==> src/rtl/alu_pkg.sv <==
// Shared opcode and FSM encodings for the streaming ALU.
package alu_pkg;

  localparam logic [3:0] OP_INCR  = 4'd0;
  localparam logic [3:0] OP_ADD   = 4'd1;
  localparam logic [3:0] OP_SUB   = 4'd2;
  localparam logic [3:0] OP_SHL   = 4'd3;
  localparam logic [3:0] OP_SHR   = 4'd4;
  localparam logic [3:0] OP_OR    = 4'd5;
  localparam logic [3:0] OP_AND   = 4'd6;
  localparam logic [3:0] OP_AVG   = 4'd7;
  localparam logic [3:0] OP_MUL   = 4'd8;
  localparam logic [3:0] OP_PASSB = 4'd9;

  typedef enum logic {
    ST_IDLE = 1'b0,
    ST_BUSY = 1'b1
  } alu_state_t;

endpackage

==> src/rtl/alu_mul_iter.sv <==
// Iterative shift-add multiplier: one partial product per cycle, WIDTH cycles after start.
module alu_mul_iter #(
  parameter int WIDTH = 19
) (
  input  logic               clk,
  input  logic               rst_n,
  input  logic               start,
  input  logic [WIDTH-1:0]   a,
  input  logic [WIDTH-1:0]   b,
  output logic               done,
  output logic [2*WIDTH-1:0] product
);

  localparam int CNT_W = $clog2(WIDTH + 1);

  logic [2*WIDTH-1:0] acc;
  logic [2*WIDTH-1:0] mcand;
  logic [WIDTH-1:0]   mplier;
  logic [CNT_W-1:0]   cnt;
  logic               running;

  always_ff @(posedge clk or negedge rst_n) begin
    if (!rst_n) begin
      acc     <= '0;
      mcand   <= '0;
      mplier  <= '0;
      cnt     <= '0;
      running <= 1'b0;
      done    <= 1'b0;
    end else begin
      done <= 1'b0;
      if (start) begin
        acc     <= '0;
        mcand   <= {{WIDTH{1'b0}}, a};
        mplier  <= b;
        cnt     <= CNT_W'(WIDTH);
        running <= 1'b1;
      end else if (running) begin
        if (mplier[0]) acc <= acc + mcand;
        mcand  <= mcand << 1;
        mplier <= mplier >> 1;
        cnt    <= cnt - 1'b1;
        // The last partial product lands on this edge, so done pulses with the final sum.
        if (cnt == CNT_W'(1)) begin
          running <= 1'b0;
          done    <= 1'b1;
        end
      end
    end
  end

  assign product = acc;

endmodule

==> src/rtl/alu_stream.sv <==
// Handshaked ALU with registered result/flags; optional iterative MUL under ALU_MUL_EN.
// Handshake: a side transfers when valid && ready; results hold until out_valid && out_ready.
module alu_stream
  import alu_pkg::*;
#(
  parameter int WIDTH = 19,
  parameter int SEL_W = 4
) (
  input  logic             clk,
  input  logic             rst_n,
  input  logic             in_valid,
  output logic             in_ready,
  input  logic [SEL_W-1:0] alu_sel,
  input  logic [WIDTH-1:0] a,
  input  logic [WIDTH-1:0] b,
  output logic             out_valid,
  input  logic             out_ready,
  output logic [WIDTH-1:0] alu_result,
  output logic             zero_flag,
  output logic             carry_flag,
  output logic             neg_flag,
  output logic             err_flag,
  output logic             busy
);

  localparam int SHAMT_W = $clog2(WIDTH);
  localparam logic [WIDTH-1:0] W_VAL = WIDTH'(WIDTH);

  logic               accept;
  logic               idle;
  logic               is_mul;
  logic               mul_done;
  logic [2*WIDTH-1:0] mul_product;
  logic [WIDTH-1:0]   res_d;
  logic               carry_d;
  logic               err_d;
  logic [WIDTH:0]     avg_sum;

  assign accept   = in_valid && in_ready;
  assign in_ready = idle && (!out_valid || out_ready);

  always_comb begin
    res_d   = '0;
    carry_d = 1'b0;
    err_d   = 1'b0;
    avg_sum = {1'b0, a} + {1'b0, b} + (WIDTH+1)'(1);
    case (alu_sel)
      SEL_W'(OP_INCR):  {carry_d, res_d} = {1'b0, a} + (WIDTH+1)'(1);
      SEL_W'(OP_ADD):   {carry_d, res_d} = {1'b0, a} + {1'b0, b};
      SEL_W'(OP_SUB):   {carry_d, res_d} = {1'b0, a} - {1'b0, b};
      SEL_W'(OP_SHL): begin
        if (b < W_VAL) {carry_d, res_d} = {1'b0, a} << b[SHAMT_W-1:0];
        else if (b == W_VAL) carry_d = a[WIDTH-1];
      end
      SEL_W'(OP_SHR): begin
        // A trailing guard bit catches the last bit shifted out.
        if (b < W_VAL) {res_d, carry_d} = {a, 1'b0} >> b[SHAMT_W-1:0];
        else if (b == W_VAL) carry_d = a[0];
      end
      SEL_W'(OP_OR):    res_d = a | b;
      SEL_W'(OP_AND):   res_d = a & b;
      SEL_W'(OP_AVG):   res_d = avg_sum[WIDTH:1];
      SEL_W'(OP_PASSB): res_d = b;
`ifdef ALU_MUL_EN
      SEL_W'(OP_MUL):   res_d = '0;
`endif
      default:          err_d = 1'b1;
    endcase
  end

`ifdef ALU_MUL_EN
  alu_state_t state, state_nxt;

  assign is_mul = (alu_sel == SEL_W'(OP_MUL));

  always_ff @(posedge clk or negedge rst_n) begin
    if (!rst_n) state <= ST_IDLE;
    else        state <= state_nxt;
  end

  always_comb begin
    state_nxt = state;
    case (state)
      ST_IDLE: if (accept && is_mul) state_nxt = ST_BUSY;
      ST_BUSY: if (mul_done)         state_nxt = ST_IDLE;
      default:                       state_nxt = ST_IDLE;
    endcase
  end

  always_comb begin
    idle = (state == ST_IDLE);
    busy = (state == ST_BUSY);
  end

  alu_mul_iter #(.WIDTH(WIDTH)) u_mul (
    .clk     (clk),
    .rst_n   (rst_n),
    .start   (accept && is_mul),
    .a       (a),
    .b       (b),
    .done    (mul_done),
    .product (mul_product)
  );
`else
  assign is_mul      = 1'b0;
  assign mul_done    = 1'b0;
  assign mul_product = '0;
  assign idle        = 1'b1;
  assign busy        = 1'b0;
`endif

  always_ff @(posedge clk or negedge rst_n) begin
    if (!rst_n) begin
      out_valid  <= 1'b0;
      alu_result <= '0;
      zero_flag  <= 1'b0;
      carry_flag <= 1'b0;
      neg_flag   <= 1'b0;
      err_flag   <= 1'b0;
    end else if (accept && !is_mul) begin
      out_valid  <= 1'b1;
      alu_result <= res_d;
      zero_flag  <= (res_d == '0);
      carry_flag <= carry_d;
      neg_flag   <= res_d[WIDTH-1];
      err_flag   <= err_d;
    end else if (mul_done) begin
      out_valid  <= 1'b1;
      alu_result <= mul_product[WIDTH-1:0];
      zero_flag  <= (mul_product[WIDTH-1:0] == '0);
      carry_flag <= |mul_product[2*WIDTH-1:WIDTH];
      neg_flag   <= mul_product[WIDTH-1];
      err_flag   <= 1'b0;
    end else if (out_valid && out_ready) begin
      out_valid <= 1'b0;
    end
  end

endmodule

==> config.mk <==
export PLATFORM = sky130hd
export DESIGN_NAME = alu_stream
export DESIGN_NICKNAME = d
export VERILOG_FILES = /design/src/rtl/alu_pkg.sv /design/src/rtl/alu_mul_iter.sv /design/src/rtl/alu_stream.sv
export SDC_FILE = /design/constraint.sdc
export NUM_CORES = 1
export LEC_CHECK = 0
export CAP_MARGIN = 25
export CELL_PAD_IN_SITES_DETAIL_PLACEMENT = 1
export CELL_PAD_IN_SITES_GLOBAL_PLACEMENT = 2
export CORE_MARGIN = 2
export CORE_UTILIZATION = 38
export CTS_CLUSTER_SIZE = 24
export DETAILED_ROUTE_END_ITERATION = 10
export PLACE_DENSITY_LB_ADDON = 0.1
export SLEW_MARGIN = 0
export SYNTH_ARGS = -nofsm -noshare
export SYNTH_HDL_FRONTEND = slang
export SYNTH_SLANG_ARGS = --single-unit
==> constraint.sdc <==
create_clock -name clk -period 4.7 [get_ports clk]
set_clock_uncertainty 0.15 [all_clocks]
set_input_delay 0.47 -clock clk [delete_from_list [all_inputs] [get_ports clk]]
set_output_delay 0.47 -clock clk [all_outputs]
set_load 0.05 [all_outputs]
==> impl_metrics.json <==
{
  "status": "finished, final reports clean",
  "grt_max_degree": 49,
  "grt_pass1_vias": 8196,
  "cts_tree": "built",
  "r2r_slack_ps": 1780,
  "critical_path_buf_inv_count": 2,
  "vias_per_cell": 6.32,
  "critical_path_class": "in2reg",
  "cts_buffer_depth": 2,
  "slew_violations": 0,
  "avgSynthCellArea_um2": 7.50,
  "initial_utilization": 0.384,
  "syn_nets": 1098,
  "synth_seq_cells": 23,
  "rows": 51,
  "cpMaxStageDelayCell": "a2111oi_1",
  "holdWs_ps": 289,
  "ios": 72,
  "synth_top_cell_area_share": 0.101,
  "yosysMostFrequentCell": "nand2_1",
  "hold_path.class": "in2async",
  "syn_area_um2": 7430,
  "crit_chain": "clkdlybuf4s50_1, buf_4, ha_1, or2_1, o221a_2, o2111ai_1, nor3b_1, xnor2_2, a2111oi_1, o21ai_0, nor3_1, nand4_1, o41ai_2",
  "fmax_mhz": 218,
  "synthTopCellsByArea": "ha_1 (10%), mux4_2 (8.8%), dfrtp_1 (7.7%)",
  "setup_viol": 0,
  "ys_async_sr_fraction": 1.00,
  "p_comb_frac": 0.741,
  "drc": 0,
  "swShare": 0.498,
  "setup_slack_ps": 119,
  "fin_util": 0.468,
  "max_stage_delay_ps": 590,
  "end_kind": "register",
  "die_y_um": 144,
  "pre_cts_ws_ps": -112,
  "drv_cap": 0,
  "routed_wl_um": 33900,
  "post-cts-setup-buffers": 0,
  "ant_nets": 0,
  "critPathTopFamily": "compound AO/OA/AOI/OAI gates",
  "drtPass1Iterations": 5,
  "htree_levels": 1,
  "clkTransAtPathRegs_ps": 60,
  "synthCells": 990,
  "slew_headroom": 0.358,
  "dp_hpwl_um": 27600,
  "grt_use_total": 0.326,
  "cp.arrival_ps": 4580,
  "antenna_found_initial": 0,
  "synth-warning-count": 0,
  "numClockSinks": 23,
  "clk_latency_ps": 250,
  "cts_buffers": 3,
  "ys.flop_type": "dfrtp_1",
  "io_buffers": 70,
  "finalCritPeriodShare": 0.975,
  "grt-ovfl-total": 0,
  "dieArea_um2": 20700,
  "p_per_area_nw_per_um2": 182,
  "wl_per_cell_um": 25.2,
  "root_buffer": "clkbuf_16",
  "antenna_cells": 0,
  "netlist_top_cells_count": "nand2_1 (88), nor2_1 (78), o21ai_0 (62), clkbuf_1 (60), ha_1 (60)",
  "die_width_um": 144,
  "synth.distinct_cells": 90,
  "worstPathRequired_ps": 4700,
  "pwr-share-seq": 0.149,
  "fin_crit_ps": 4580,
  "cp_max_fo": 15,
  "pwr-share-clk": 0.111,
  "synth_top_area_cell": "ha_1",
  "power_switching_mw": 0.819,
  "areaGrowthSynthToFinish_pct": 21.7,
  "start_kind": "input port",
  "synth-edff-count": 0,
  "total_power_mw": 1.64,
  "p_leak_nw": 3.69,
  "p_int_mw": 0.825,
  "fin_nets": 1191,
  "initialDrtViolationCount": 780,
  "core_area_um2": 19300,
  "tightest_slew_ps": 956,
  "hold_viol": 0,
  "seq_area_frac_synth": 0.0775,
  "place_congestion": 1.01,
  "irDropWorstVdd_uv": 117,
  "num_vias": 8508,
  "grt_pass1_wl_um": 50600,
  "drive_gt1_frac": 0.180
}
per-layer routing:
layer  wire length [um]  share of wire  track usage  vias up
met3               2260          0.067       0.0377       58
met5                  0              0            0        -
met1              15000           0.44        0.446     4213
met4               1080          0.032        0.101        0
li1                   -              -            -     3901
met2              15600           0.46        0.535      336
cells in the final DEF, fill, tap and decap left out, drive strengths merged, types with 12 or more instances in the layout:
master / n
buf: 111
nand2: 88
nor2: 78
clkdlybuf4s50: 68
o21ai: 62
ha: 60
inv: 56
xnor2: 42
a21oi: 41
mux2i: 35
nand3: 33
nor3: 33
mux4: 29
dfrtp: 23
nor4: 20
a221oi: 18
mux2: 17
o211ai: 15
nand4: 14
nand2b: 12
a211oi: 12
power by group through the flow:
stage / clock (mW) / combinational (mW) / sequential, mW
after detailed placement: 0 / 1.19 / 0.249
after global placement: 0 / 1.18 / 0.247
after floorplan: 0 / 0.628 / 0.354
final: 0.182 / 1.22 / 0.244
after global routing: 0.194 / 1.29 / 0.249
after CTS: 0.185 / 1.19 / 0.245
registers in the layout, indices dropped and copies added (netlist names):
| signal | count |
|---|---|
| alu_result | 19 |
| out_valid | 1 |
| zero_flag | 1 |
| carry_flag | 1 |
| err_flag | 1 |
timing repair:
| action | 4_1_cts | 5_1_grt |
|---|---|---|
| hold buffers | 0 | 0 |
| endpoints found under the hold margin | 0 | 0 |
| resized for setup | 0 | 7 |
| setup endpoints to repair | 0 | 3 |
layout make-up:
cell class,count,area [um^2]
Clock inverter,1,5.00
Clock buffer,3,75.1
Tap cell,265,332
Sequential cell,23,576
Timing Repair Buffer,179,1530
Multi-Input combinational cell,818,6310
Inverter,58,218
Fill cell,2411,10300
per-stage QoR:
step	cells	TNS [ps]	cell area, um^2
2_1_floorplan	990	0	7430
5_1_grt	1347	-50.7	9040
6_report	1347	0	9040
4_1_cts	1346	0	8990
3_5_place_dp	1342	-202	8910
3_3_place_gp	1342	-119	8910
cells by family after synthesis:
kind of cell,Yosys count,synth area share
compound gates,273,0.264
xor+xnor,47,0.0615
fa+ha+maj,62,0.106
buf+inv,149,0.0830
flops,23,0.0775
mux,81,0.161
other cells,1,0.000505
simple gates,354,0.247
worst paths after layout:
path                                from             to  cells after the start
min in group clk           alu_result[1]  alu_result[1]                      2
max reg2reg                    out_valid      zero_flag                     10
max                                 a[2]      zero_flag                     13
max in group asynchronous          rst_n  alu_result[7]                      2
min reg2reg                alu_result[1]  alu_result[1]                      2
min                                rst_n  alu_result[2]                      1
No activity file was read; power rests on OpenSTA's default activity.
